==> src/rtl/vga_sync_gen.sv <==
// VGA raster timing generator: pixel/line counters with registered sync,
// blanking and frame-start decode, all aligned to the same (x,y).
module vga_sync_gen #(
    parameter int H_VISIBLE = 640,
    parameter int H_FRONT   = 16,
    parameter int H_SYNC    = 96,
    parameter int H_BACK    = 48,
    parameter int V_VISIBLE = 480,
    parameter int V_FRONT   = 10,
    parameter int V_SYNC    = 2,
    parameter int V_BACK    = 33
) (
    input  logic       clk,
    input  logic       rst_n,
    input  logic       pix_en,
    output logic [9:0] x,
    output logic [9:0] y,
    output logic       hsync,
    output logic       vsync,
    output logic       display_on,
    output logic       frame_start,
    output logic [7:0] frame_count
);

    localparam int H_TOTAL = H_VISIBLE + H_FRONT + H_SYNC + H_BACK;
    localparam int V_TOTAL = V_VISIBLE + V_FRONT + V_SYNC + V_BACK;

    localparam logic [9:0] H_LAST = 10'(H_TOTAL - 1);
    localparam logic [9:0] V_LAST = 10'(V_TOTAL - 1);
    localparam logic [9:0] H_VIS  = 10'(H_VISIBLE);
    localparam logic [9:0] V_VIS  = 10'(V_VISIBLE);
    localparam logic [9:0] HS_BEG = 10'(H_VISIBLE + H_FRONT);
    localparam logic [9:0] HS_END = 10'(H_VISIBLE + H_FRONT + H_SYNC);
    localparam logic [9:0] VS_BEG = 10'(V_VISIBLE + V_FRONT);
    localparam logic [9:0] VS_END = 10'(V_VISIBLE + V_FRONT + V_SYNC);

    logic [9:0] x_nxt, y_nxt;
    logic       x_end, y_end, frame_wrap;

    // Wrap is detected by equality before incrementing, so the counters
    // never step past the last position.
    always_comb begin
        x_end      = (x == H_LAST);
        y_end      = (y == V_LAST);
        frame_wrap = x_end && y_end;
        x_nxt      = x_end ? 10'd0 : x + 10'd1;
        y_nxt      = y;
        if (x_end)
            y_nxt = y_end ? 10'd0 : y + 10'd1;
    end

    // Sync/blank are decoded from the next position so they land in the
    // same register stage as x/y with no skew.
    always_ff @(posedge clk) begin
        if (!rst_n) begin
            x           <= '0;
            y           <= '0;
            hsync       <= 1'b1;
            vsync       <= 1'b1;
            display_on  <= 1'b1;
            frame_start <= 1'b0;
            frame_count <= '0;
        end else begin
            frame_start <= 1'b0;
            if (pix_en) begin
                x          <= x_nxt;
                y          <= y_nxt;
                hsync      <= !((x_nxt >= HS_BEG) && (x_nxt < HS_END));
                vsync      <= !((y_nxt >= VS_BEG) && (y_nxt < VS_END));
                display_on <= (x_nxt < H_VIS) && (y_nxt < V_VIS);
                if (frame_wrap) begin
                    frame_start <= 1'b1;
                    frame_count <= frame_count + 8'd1;
                end
            end
        end
    end

endmodule

==> config.mk <==
export PLATFORM = sky130hd
export DESIGN_NAME = vga_sync_gen
export DESIGN_NICKNAME = d
export VERILOG_FILES = /design/src/rtl/vga_sync_gen.sv
export SDC_FILE = /design/constraint.sdc
export NUM_CORES = 1
export LEC_CHECK = 0
export ABC_CLOCK_PERIOD_IN_PS = 1800
export BUFFER_PORTS_ARGS = -buffer_cell sky130_fd_sc_hd__buf_2
export CORE_MARGIN = 2
export CORE_UTILIZATION = 30
export CTS_BUF_LIST = sky130_fd_sc_hd__clkbuf_8
export DETAILED_ROUTE_END_ITERATION = 10
export SYNTH_ARGS = -nofsm -noshare
export SYNTH_HDL_FRONTEND = slang
export SYNTH_SLANG_ARGS = --single-unit
==> constraint.sdc <==
create_clock -name clk -period 1.8 [get_ports clk]
set_input_delay 0.27 -clock clk [delete_from_list [all_inputs] [get_ports clk]]
set_output_delay 0.27 -clock clk [all_outputs]
set_load 0.02 [all_outputs]
## After elaboration in Yosys (flattened, before gate mapping)

Cells that the tools add are included.

| operators by class | value |
|---|---|
| add/sub/neg operators | 3 |
| $mul | 0 |
| divide/modulo/power cells | 0 |
| $lt $le $gt $ge | 6 |
| eq/ne operators | 2 |
| shift-type cells | 0 |
| multiplexer cells | 4 |
| bitwise operators | 0 |
| reductions and logical operators | 8 |

Operators with widths:

| kind | number |
|---|---|
| $mux 10 | 3 |
| $add 10x1->10 const B | 2 |
| $eq 10x10->1 const B | 2 |
| $lt 10x10->1 const B | 2 |
| $lt 10x9->1 const B | 2 |
| $ge 10x10->1 const B | 1 |
| $ge 10x9->1 const B | 1 |
| $add 8x1->8 const B | 1 |
| $logic_and 1x1->1 | 4 |
| $reduce_and 2->1 | 2 |
| $logic_not 1->1 | 2 |
| $mux 1 | 1 |

| word-level totals | value |
|---|---|
| register bits | 32 |
| latch bits | 0 |
| memory bits (writable) | 0 |
| bits in read-only memories | 0 |
| input port bits | 3 |
| logic and storage cells | 30 |
| memories kept | 0 |

## Logic depth before layout (Yosys ltp)

Gate-level depths: netlist of the first run.

| logic depth | value |
|---|---|
| depth in word-level cells | 6 |
| mapped depth | 8 |
| mapped depth without buffers | 8 |

## Least setup slack after synthesis of the first run

Ideal clock, no wire load.

| path | value |
|---|---|
| path type | register -> register |
| start point | register x[0] |
| end point | register vsync |
| setup time | 0.135 ns |
| data arrival time | 1.992 ns |
| required time | 1.665 ns |
| slack | -0.327 ns |
| stages on the path, launching flop included | 9 |
| path buffers | 1 |
| path through | dfxtp_1 -> ha_1 -> and4_1 -> nand3_2 -> buf_6 -> nor3_2 -> xor2_1 -> and4_4 -> a41oi_2 |

| between the ends | value |
|---|---|
| cells in the longest elaborated chain, start to end | 5 |
| elaborated cells between the ends (all ways) | 6 |
| those cells by class | order compare (2); eq/ne (1); mux (1); reduce/logical (2) |

RTL lines:

| what | line | text |
|---|---|---|
| start: declaration | 16 | `output logic [9:0] x,` |
| start signal: assignment | 66 | `x <= x_nxt;` |
| $eq 10x10->1 (*) | 43 | `x_end = (x == H_LAST);` |
| $mux 10 (*) | 48 | `if (x_end)` |
| $ge 10x9->1 or $lt 10x9->1 (tied branches) | 69 | `vsync <= !((y_nxt >= VS_BEG) && (y_nxt < VS_END));` |
| $logic_and 1x1->1 (*) | 69 |  |
| $logic_not 1->1 (*) | 69 |  |
| end signal: assignment | 69 |  |
| end: declaration | 19 | `output logic vsync,` |

Every way passes the cells marked *; elsewhere a longest branch is shown, timed or not.
A chain may end at the register's enable or synchronous reset.

## Worst setup path in the final report of the first run

Ends and elaborated chain as after synthesis.

==> flow_metrics.env, run 1 <==
export IMPL_finalSetupViolCount=2
export IMPL_switching_power_summed_over_all_nets_uw=347
export IMPL_cts_root_to_sink_buffers=2
export IMPL_critical_path_endpoint_type="register"
export IMPL_number_of_antenna_violations_at_the_first_check_in_global_routing=0
export IMPL_grt_max_degree=23
export IMPL_p_int_mw=1.02
export IMPL_num_antenna_cells=0
export IMPL_power_share_sequential_pct=52.6
export IMPL_post_route_period_util_pct=102
export IMPL_rrSetupSlack_ns=-0.03
export IMPL_layout_filler_cells=632
export IMPL_maxSlewHeadroom_pct=76.8
export IMPL_seq_area_frac_synth_pct=32.5
export IMPL_fp_row_count=29
export IMPL_worstPathArrival_ns=2.00
export IMPL_wire_per_inst_um=13.5
export IMPL_layout_drive_gt1_share_pct=42.4
export IMPL_hold_viol=0
export IMPL_holdBufCountCts=0
export IMPL_overall_routing_resource_usage_pct=14.5
export IMPL_chipHeight_um=85.0
export IMPL_clkSlewWorstSetupHoldPaths_ns=0.08
export IMPL_post_synth_num_cell_types=57
export IMPL_cts_made_buffers=5
export IMPL_layout_area_overhead_vs_synth_pct=38.3
export IMPL_grt_pass1_wl_um=8450
export IMPL_finalMaxSlewViolations=0
export IMPL_pwr_share_clk_pct=41.8
export IMPL_io_buffer_count=34
export IMPL_register_area_um2=669
export IMPL_final_core_utilization_pct=42.9
export IMPL_multi_input_comb_area_um2=1340
export IMPL_syn_instance_count=234
export IMPL_hold_path_endpoint="display_on"
export IMPL_critical_path_most_common_cell="sky130_fd_sc_hd__and4_4"
export IMPL_power_per_cell_area_nw_per_um2=501
export IMPL_drtPass1Iterations=4
export IMPL_synth_most_common_cell="sky130_fd_sc_hd__dfxtp_1"
export IMPL_rr_startpoint="x[0]"
export IMPL_design_portCount=35
export IMPL_irDropWorstVdd_v=0.000262
export IMPL_power_combinational_fraction_pct=5.6
export IMPL_rsz_0062_raised_after_global_routing="yes"
export IMPL_area_of_the_die_um2=7220
export IMPL_finalClockSkew_ns=0.00996
export IMPL_insertion_delay_ns=0.29
export IMPL_seq_cells_post_synth=32
export IMPL_avgViaCountPerCell=4.97
export IMPL_dpl_worst_slack_ns=-0.0242
export IMPL_detailroute_via_count=1895
export IMPL_detail_route_wirelength_um=5140
export IMPL_fmax_mhz=546
export IMPL_die_x_um=85.0
export IMPL_tightest_slew_ns=0.346
export IMPL_crit_path_top_delay_cell="sky130_fd_sc_hd__dfxtp_4"
export IMPL_timing_critical_path_cells="ha_4 > and4_4 > nand3_2 > or3_1 > a21boi_1 > and4_4 > a41oi_2"
export IMPL_total_leakage_power_nw=1.13
export IMPL_synth_area_leaders="sky130_fd_sc_hd__dfxtp_1 (33%), sky130_fd_sc_hd__xnor2_1 (4.9%), sky130_fd_sc_hd__and2_1 (4.1%)"
export IMPL_gr_total_overflow=0
export IMPL_dp_hpwl_um=3730
export IMPL_ctsRootBufferMaster="sky130_fd_sc_hd__clkbuf_8"
export IMPL_synthArstFlopShare_pct=0
export IMPL_design_core_area_um2=6350
export IMPL_drt_iter0_drc=64
export IMPL_ant_nets=0
export IMPL_drcViolationCount=0
export IMPL_yosys_top_cells_count="sky130_fd_sc_hd__dfxtp_1 (32), sky130_fd_sc_hd__nand2_1 (20), sky130_fd_sc_hd__and2_1 (13)"
export IMPL_synth_avg_cell_area_um2=8.41
export IMPL_crit_path_start_kind="register"
export IMPL_run_status="finished with violations"
export IMPL_synth_warnings=0
export IMPL_cts_tree="done"
export IMPL_post_synth_top_area_fraction_pct=32.5
export IMPL_synth_enable_flop_cells=0
export IMPL_ff2ff_path_depth=7
export IMPL_post_route_min_period_ns=1.83
export IMPL_worst_path_max_fanout=3
export IMPL_critPathRequiredTime_ns=1.97
export IMPL_reg_to_reg_end="vsync"
export IMPL_violations_in_the_final_reports="setup timing"
export IMPL_postSynthNetCount=242
export IMPL_synth_largest_area_cell="sky130_fd_sc_hd__dfxtp_1"
export IMPL_synth_flop_cell="sky130_fd_sc_hd__dfxtp_1"
export IMPL_hold_path_class="in -> reg"
export IMPL_routabilityCongestion=0.851
export IMPL_htree_levels=2
export IMPL_post_synth_design_cell_area_um2=1970
export IMPL_netSwitchingFraction_pct=25.4
export IMPL_critPathKind="reg -> reg"
export IMPL_hold_worst_slack_ns=0.406
export IMPL_maxCapViolations=0
export IMPL_number_of_global_route_vias_before_repair=1851
export IMPL_cell_count_of_the_worst_hold_path=3
export IMPL_setup_ws_ns=-0.0314
export IMPL_clk_sinks=32
export IMPL_initial_core_util_pct=31.0
export IMPL_design_final_nets=311
export IMPL_min_delay_start="rst_n"
export IMPL_worst_path_largest_cell_delay_ns=0.36
## what timing repair did
action,4_1_cts,5_1_grt
buffers inserted,2,1
gates cloned,0,0
pin swaps,4,10
setup endpoints to repair,6,12
gates resized for setup,4,18
## power by group through the flow
stage	logic, mW	registers (mW)	clock network (mW)
6_report	0.0763	0.718	0.570
5_1_grt	0.0851	0.719	0.624
4_1_cts	0.0777	0.718	0.595
3_5_place_dp	0.0774	0.734	0
3_3_place_gp	0.0763	0.734	0
2_1_floorplan	0.0347	0.745	0
## state kept, by name, summed over array words and instances, names as in the netlist
name and cells:
display_on 1, frame_start 1, hsync 1, y 10, frame_count 8, x 10
vsync 1
## layout make-up
cell class                      count  area share [%]
Multi-Input combinational cell    183            49.3
Tap cell                           77            3.54
Sequential cell                    32            24.6
Clock buffer                        5            2.53
Inverter                            4           0.552
Timing Repair Buffer               77            18.7
Clock inverter                      3           0.782
## metal layers
layer | vias up | track usage [%] | routed length (µm)
li1 | 975 | - | -
met1 | 880 | 18.1 | 2380
met2 | 38 | 24.2 | 2510
met3 | 2 | 3.79 | 212
met4 | 0 | 5.34 | 42
met5 | - | 0 | 0
## worst max-delay path, delay by kind of cell (launching register included)
kind	cells	cell delay [ns]
DFF	1	0.36
AOI/OAI and AO/OA	2	0.27
and+or+nand+nor	4	0.95
adders and majority gates	1	0.13
## cells by family (layout without fill, tap and decap cells)
| kind of cell | Yosys count | in the layout | share of synthesized area (%) |
|---|---|---|---|
| AOI/OAI and AO/OA | 44 | 44 | 15.9 |
| xor gates and xnor gates | 17 | 17 | 7.57 |
| adders and majority gates | 5 | 5 | 3.18 |
| buffers and inverters | 19 | 89 | 4.96 |
| DFF | 32 | 32 | 32.5 |
| muxes | 3 | 3 | 1.53 |
| and+or+nand+nor | 114 | 114 | 34.3 |
## worst max path at each step
stage	startpoint	endpoint	slack [ns]	cells after the start
2_1_floorplan	x[6]	frame_count[4]	-0.004	7
3_3_place_gp	x[6]	vsync	-0.004	7
3_5_place_dp	y[0]	vsync	-0.02	8
4_1_cts	x[5]	vsync	-0.002	7
5_1_grt	x[6]	vsync	-0.10	6
6_report	x[0]	vsync	-0.03	7
## stage by stage
step                      power [mW]  std cells  TNS [ns]  instance area, µm²
after floorplan                0.780        234  -0.00942                2050
after global placement         0.811        370  -0.00362                2520
after detailed placement       0.812        370   -0.0776                2520
after CTS                       1.39        380  -0.00189                2650
after global routing            1.43        381    -0.210                2720
final                           1.36        381   -0.0363                2720
## cell usage in the layout (no fill, tap or decap), types with 10 or more instances in the layout
master                    Yosys  final
sky130_fd_sc_hd__nor2_1      12     10
sky130_fd_sc_hd__and2_1      13     13
sky130_fd_sc_hd__a21oi_1     11     10
sky130_fd_sc_hd__xnor2_1     11     11
sky130_fd_sc_hd__dfxtp_1     32     19
sky130_fd_sc_hd__nand2_1     20     20
sky130_fd_sc_hd__buf_4        1     39
sky130_fd_sc_hd__buf_2        6     34
sky130_fd_sc_hd__nand4_1     10     10
sky130_fd_sc_hd__nor2b_1     11     11
Note: power is estimated with default switching activity, not from simulation.
==> inputs of run 2 (changes only) <==
Settings changed: CORE_UTILIZATION 30 to 49, PLACE_DENSITY set to 0.74.
==> flow_metrics.env, run 2 (same netlist as run 1, synthesis figures left out) <==
export IMPL_io_buffer_count=34
export IMPL_initial_core_util_pct=49.9
export IMPL_met1_usage_pct=30.0
export IMPL_critPathKind="reg -> reg"
export IMPL_area_of_the_die_um2=4540
export IMPL_grt_max_degree=23
export IMPL_dp_hpwl_um=3450
export IMPL_layout_drive_gt1_share_pct=39.4
export IMPL_fp_row_count=23
export IMPL_tightest_slew_ns=0.470
export IMPL_layout_filler_cells=336
export IMPL_finalMaxSlewViolations=0
export IMPL_critPathLaunch="x[5]"
export IMPL_number_of_global_route_vias_before_repair=1752
export IMPL_cts_tree="done"
export IMPL_drcViolationCount=0
export IMPL_ant_nets=0
export IMPL_grt_pass1_wl_um=7890
export IMPL_die_x_um=67.4
export IMPL_htree_levels=2
export IMPL_total_leakage_power_nw=1.10
export IMPL_maxCapViolations=0
export IMPL_crit_path_start_kind="register"
export IMPL_post_route_min_period_ns=1.80
export IMPL_detailroute_via_count=1932
export IMPL_chipHeight_um=67.4
export IMPL_hold_viol=0
export IMPL_holdBufCountCts=0
export IMPL_drt_iter0_drc=76
export IMPL_critPathRequiredTime_ns=1.97
export IMPL_rr_startpoint="x[5]"
export IMPL_insertion_delay_ns=0.29
export IMPL_violations_in_the_final_reports="setup timing"
export IMPL_clkSlewWorstSetupHoldPaths_ns=0.08
export IMPL_largestRegisters="x: 10 flops, y: 10 flops, frame_count: 8 flops"
export IMPL_critical_path_endpoint="vsync"
export IMPL_design_final_nets=304
export IMPL_irDropWorstVdd_v=0.000449
export IMPL_hold_path_class="in -> reg"
export IMPL_reg_to_reg_end="vsync"
export IMPL_wire_per_inst_um=13.8
export IMPL_worstPathArrival_ns=1.97
export IMPL_clk_sinks=32
export IMPL_num_antenna_cells=0
export IMPL_run_status="finished with violations"
export IMPL_avgViaCountPerCell=5.57
export IMPL_drtPass1Iterations=4
export IMPL_min_delay_start="rst_n"
export IMPL_post_route_period_util_pct=100
export IMPL_routabilityCongestion=0.856
export IMPL_rsz_0062_raised_after_global_routing="yes"
export IMPL_dpl_worst_slack_ns=-0.0586
export IMPL_ctsRootBufferMaster="sky130_fd_sc_hd__clkbuf_8"
export IMPL_power_per_cell_area_nw_per_um2=568
export IMPL_critical_path_endpoint_type="register"
export IMPL_grt_busiest_layer="met2"
export IMPL_overall_routing_resource_usage_pct=22.7
export IMPL_ff2ff_path_depth=6
export IMPL_grt_met2_usage_pct=36.0
export IMPL_commonest_non_fill_non_tap_cells_in_the_layout="sky130_fd_sc_hd__buf_2 (34), sky130_fd_sc_hd__buf_4 (33), sky130_fd_sc_hd__nand2_1 (20), sky130_fd_sc_hd__dfxtp_1 (19), sky130_fd_sc_hd__and2_1 (13)"
export IMPL_cts_root_to_sink_buffers=2
export IMPL_design_core_area_um2=3940
export IMPL_fmax_mhz=554
export IMPL_rrSetupSlack_ns=-0.003
export IMPL_layout_area_overhead_vs_synth_pct=33.9
export IMPL_finalClockSkew_ns=0.00934
export IMPL_worst_path_max_fanout=4
export IMPL_grt_use_met3_pct=5.67
export IMPL_maxSlewHeadroom_pct=68.6
export IMPL_design_portCount=35
export IMPL_mostFrequentLayoutCell="sky130_fd_sc_hd__buf_2"
export IMPL_cts_made_buffers=5
export IMPL_gr_total_overflow=0
export IMPL_detail_route_wirelength_um=4800
export IMPL_setup_ws_ns=-0.00347
export IMPL_finalSetupViolCount=1
export IMPL_hold_worst_slack_ns=0.407
export IMPL_number_of_antenna_violations_at_the_first_check_in_global_routing=0
-- run 2: critical path: stages, from the launching register on --
cell and delay [ns]:
sky130_fd_sc_hd__dfxtp_2 0.33, sky130_fd_sc_hd__nor4b_4 0.39, sky130_fd_sc_hd__nand3_4 0.14, sky130_fd_sc_hd__or3_1 0.33, sky130_fd_sc_hd__a21boi_1 0.13, sky130_fd_sc_hd__and4_4 0.26
sky130_fd_sc_hd__a41oi_2 0.10
-- run 2: metal layers --
layer	share of wire, %	up-vias
li1	-	961
met5	0	-
met1	46	912
met2	47	53
met3	5.5	6
met4	1.3	0
-- run 2: power by group --
group	total (mW)	switching, mW	internal (mW)
Combinational	0.0772	0.0454	0.0317
Clock	0.704	0.294	0.410
Sequential	0.717	0.00754	0.710
Total	1.50	0.347	1.15
-- run 2: how the worst min path moves through the flow --
stage,end,cells after the start
2_1_floorplan,hsync,3
3_3_place_gp,hsync,2
3_5_place_dp,hsync,2
4_1_cts,display_on,3
5_1_grt,display_on,3
6_report,display_on,3
-- run 2: per-stage QoR --
step           cells  power, mW  util [%]  cell area (µm²)  setup TNS [ns]
2_1_floorplan    234      0.780         -             2050        -0.00942
3_3_place_gp     337      0.809      61.9             2440          -0.170
3_5_place_dp     337      0.811      61.9             2440          -0.160
4_1_cts          347       1.51      65.8             2590        -0.00748
5_1_grt          347       1.55      66.9             2640          -0.497
6_report         347       1.50      66.9             2640        -0.00347
-- run 2: layout make-up --
class | instances | area, µm² | share of cell area, %
inverters | 4 | 15.0 | 0.570
clock inverters | 3 | 42.5 | 1.61
multi-input cells | 183 | 1330 | 50.3
clock buffers | 5 | 68.8 | 2.61
flip-flops and latches | 32 | 669 | 25.4
repair buffers | 70 | 452 | 17.1
well taps | 50 | 62.6 | 2.37
-- run 2: repair_timing --
item / in CTS / in global routing
endpoints found under the setup margin: 7 / 14
resized for setup: 6 / 9
pin swaps: 3 / 6
buffers inserted: 2 / 0
==> inputs of run 3 (changes only) <==
Settings changed: CORE_ASPECT_RATIO set to 0.8.
==> flow_metrics.env, run 3 (same netlist as run 1, synthesis figures left out) <==
export IMPL_ant_nets=0
export IMPL_number_of_global_route_vias_before_repair=1680
export IMPL_critical_path_endpoint_type="register"
export IMPL_clk_sinks=32
export IMPL_io_buffer_count=34
export IMPL_worstPathArrival_ns=1.99
export IMPL_drtPass1Iterations=4
export IMPL_met1_usage_pct=33.2
export IMPL_detailroute_via_count=1907
export IMPL_grt_use_met3_pct=5.98
export IMPL_power_per_cell_area_nw_per_um2=555
export IMPL_critPathRequiredTime_ns=1.96
export IMPL_worst_path_largest_cell_delay_ns=0.36
export IMPL_final_core_utilization_pct=69.1
export IMPL_critical_path_buf_inv_count=1
export IMPL_largestRegisters="x: 10 flops, y: 10 flops, frame_count: 8 flops"
export IMPL_avgViaCountPerCell=5.43
export IMPL_finalMaxSlewViolations=0
export IMPL_routabilityCongestion=0.872
export IMPL_fp_row_count=20
export IMPL_rsz_0062_raised_after_global_routing="yes"
export IMPL_maxSlewHeadroom_pct=75.1
export IMPL_drcViolationCount=0
export IMPL_initial_core_util_pct=51.4
export IMPL_design_core_area_um2=3830
export IMPL_dp_hpwl_um=3500
export IMPL_crit_path_top_delay_cell="sky130_fd_sc_hd__dfxtp_4"
export IMPL_grt_max_degree=25
export IMPL_chipHeight_um=60.7
export IMPL_worst_path_max_fanout=5
export IMPL_p_total_mw=1.47
export IMPL_critPathKind="reg -> reg"
export IMPL_post_route_min_period_ns=1.83
export IMPL_finalClockSkew_ns=0.00763
export IMPL_cts_root_to_sink_buffers=2
export IMPL_hold_worst_slack_ns=0.407
export IMPL_number_of_antenna_violations_at_the_first_check_in_global_routing=0
export IMPL_total_leakage_power_nw=1.11
export IMPL_hold_path_class="in -> reg"
export IMPL_layout_filler_cells=330
export IMPL_crit_family="simple AND/OR/NAND/NOR gates"
export IMPL_irDropWorstVdd_v=0.000535
export IMPL_run_status="finished with violations"
export IMPL_die_x_um=74.9
export IMPL_grt_busiest_layer="met2"
export IMPL_detail_route_wirelength_um=5000
export IMPL_design_portCount=35
export IMPL_tightest_slew_ns=0.370
export IMPL_timing_critical_path_cells="ha_4 > and4_4 > buf_4 > and3_2 > nand3_1 > a21oi_1 > o2111a_1 > a41oi_2"
export IMPL_setup_ws_ns=-0.0256
export IMPL_overall_routing_resource_usage_pct=23.8
export IMPL_violations_in_the_final_reports="setup timing"
export IMPL_mostFrequentLayoutCell="sky130_fd_sc_hd__buf_2"
export IMPL_finalSetupViolCount=1
export IMPL_num_antenna_cells=0
export IMPL_fmax_mhz=548
export IMPL_grt_met2_usage_pct=35.6
export IMPL_cts_tree="done"
export IMPL_hold_viol=0
export IMPL_design_final_nets=303
export IMPL_layout_area_overhead_vs_synth_pct=34.5
export IMPL_htree_levels=2
export IMPL_post_route_period_util_pct=101
export IMPL_cts_made_buffers=5
export IMPL_wire_per_inst_um=14.3
export IMPL_commonest_non_fill_non_tap_cells_in_the_layout="sky130_fd_sc_hd__buf_2 (34), sky130_fd_sc_hd__buf_4 (30), sky130_fd_sc_hd__nand2_1 (19), sky130_fd_sc_hd__dfxtp_1 (19), sky130_fd_sc_hd__and2_1 (13)"
export IMPL_crit_path_start_kind="register"
export IMPL_gr_total_overflow=0
export IMPL_maxCapViolations=0
export IMPL_ctsRootBufferMaster="sky130_fd_sc_hd__clkbuf_8"
export IMPL_clkSlewWorstSetupHoldPaths_ns=0.07
export IMPL_drt_iter0_drc=120
export IMPL_grt_pass1_wl_um=7970
export IMPL_layout_drive_gt1_share_pct=39.5
export IMPL_holdBufCountCts=0
export IMPL_insertion_delay_ns=0.29
export IMPL_area_of_the_die_um2=4540
==> run 3: per-stage QoR <==
step,setup slack (ns),instance area (µm²),setup TNS (ns),instances
finish,-0.0256,2650,-0.0256,351
global route,-0.142,2650,-0.720,351
CTS,-0.0177,2590,-0.0177,350
detailed placement,-0.0537,2450,-0.149,341
global placement,-0.0345,2450,-0.0524,341
floorplan,-0.00399,2050,-0.00942,234
==> run 3: worst paths after layout <==
check | from | to | slack [ns] | cells after the start
worst max-delay path | x[0] | vsync | -0.03 | 8
worst min-delay path | rst_n | x[3] | 0.41 | 2
worst max register to register | x[0] | vsync | -0.03 | 8
worst min register to register | display_on | display_on | 0.49 | 2
==> run 3: repair_timing <==
action | CTS | global route
pin swaps | 2 | 13
setup buffers | 1 | 1
resized for setup | 4 | 15
setup endpoints to repair | 5 | 17
==> run 3: metal layers <==
layer | part of all wire, % | routed length, µm
met1 | 48 | 2380
met2 | 45 | 2270
met3 | 6.1 | 305
met4 | 0.88 | 44
met5 | 0 | 0
==> run 3: final cells by class <==
type	count	area, µm²	area share (%)
clock buffers	5	68.8	2.60
clock inverters	3	38.8	1.47
inverters	4	15.0	0.567
multi-input cells	183	1330	50.1
flip-flops and latches	32	669	25.3
well taps	55	68.8	2.60
repair buffers	69	460	17.4
==> run 3: worst reg2reg max path: stages (launching register included) <==
cell and delay (ns):
sky130_fd_sc_hd__dfxtp_4 0.36, sky130_fd_sc_hd__ha_4 0.13, sky130_fd_sc_hd__and4_4 0.26, sky130_fd_sc_hd__buf_4 0.13, sky130_fd_sc_hd__and3_2 0.25, sky130_fd_sc_hd__nand3_1 0.09
sky130_fd_sc_hd__a21oi_1 0.15, sky130_fd_sc_hd__o2111a_1 0.22, sky130_fd_sc_hd__a41oi_2 0.12
==> run 3: where the power goes <==
| part | internal [mW] | switching, mW | leakage [nW] |
|---|---|---|---|
| clock network | 0.405 | 0.270 | 0.0593 |
| logic | 0.0310 | 0.0451 | 0.786 |
| registers | 0.710 | 0.00765 | 0.266 |
| total | 1.15 | 0.322 | 1.11 |
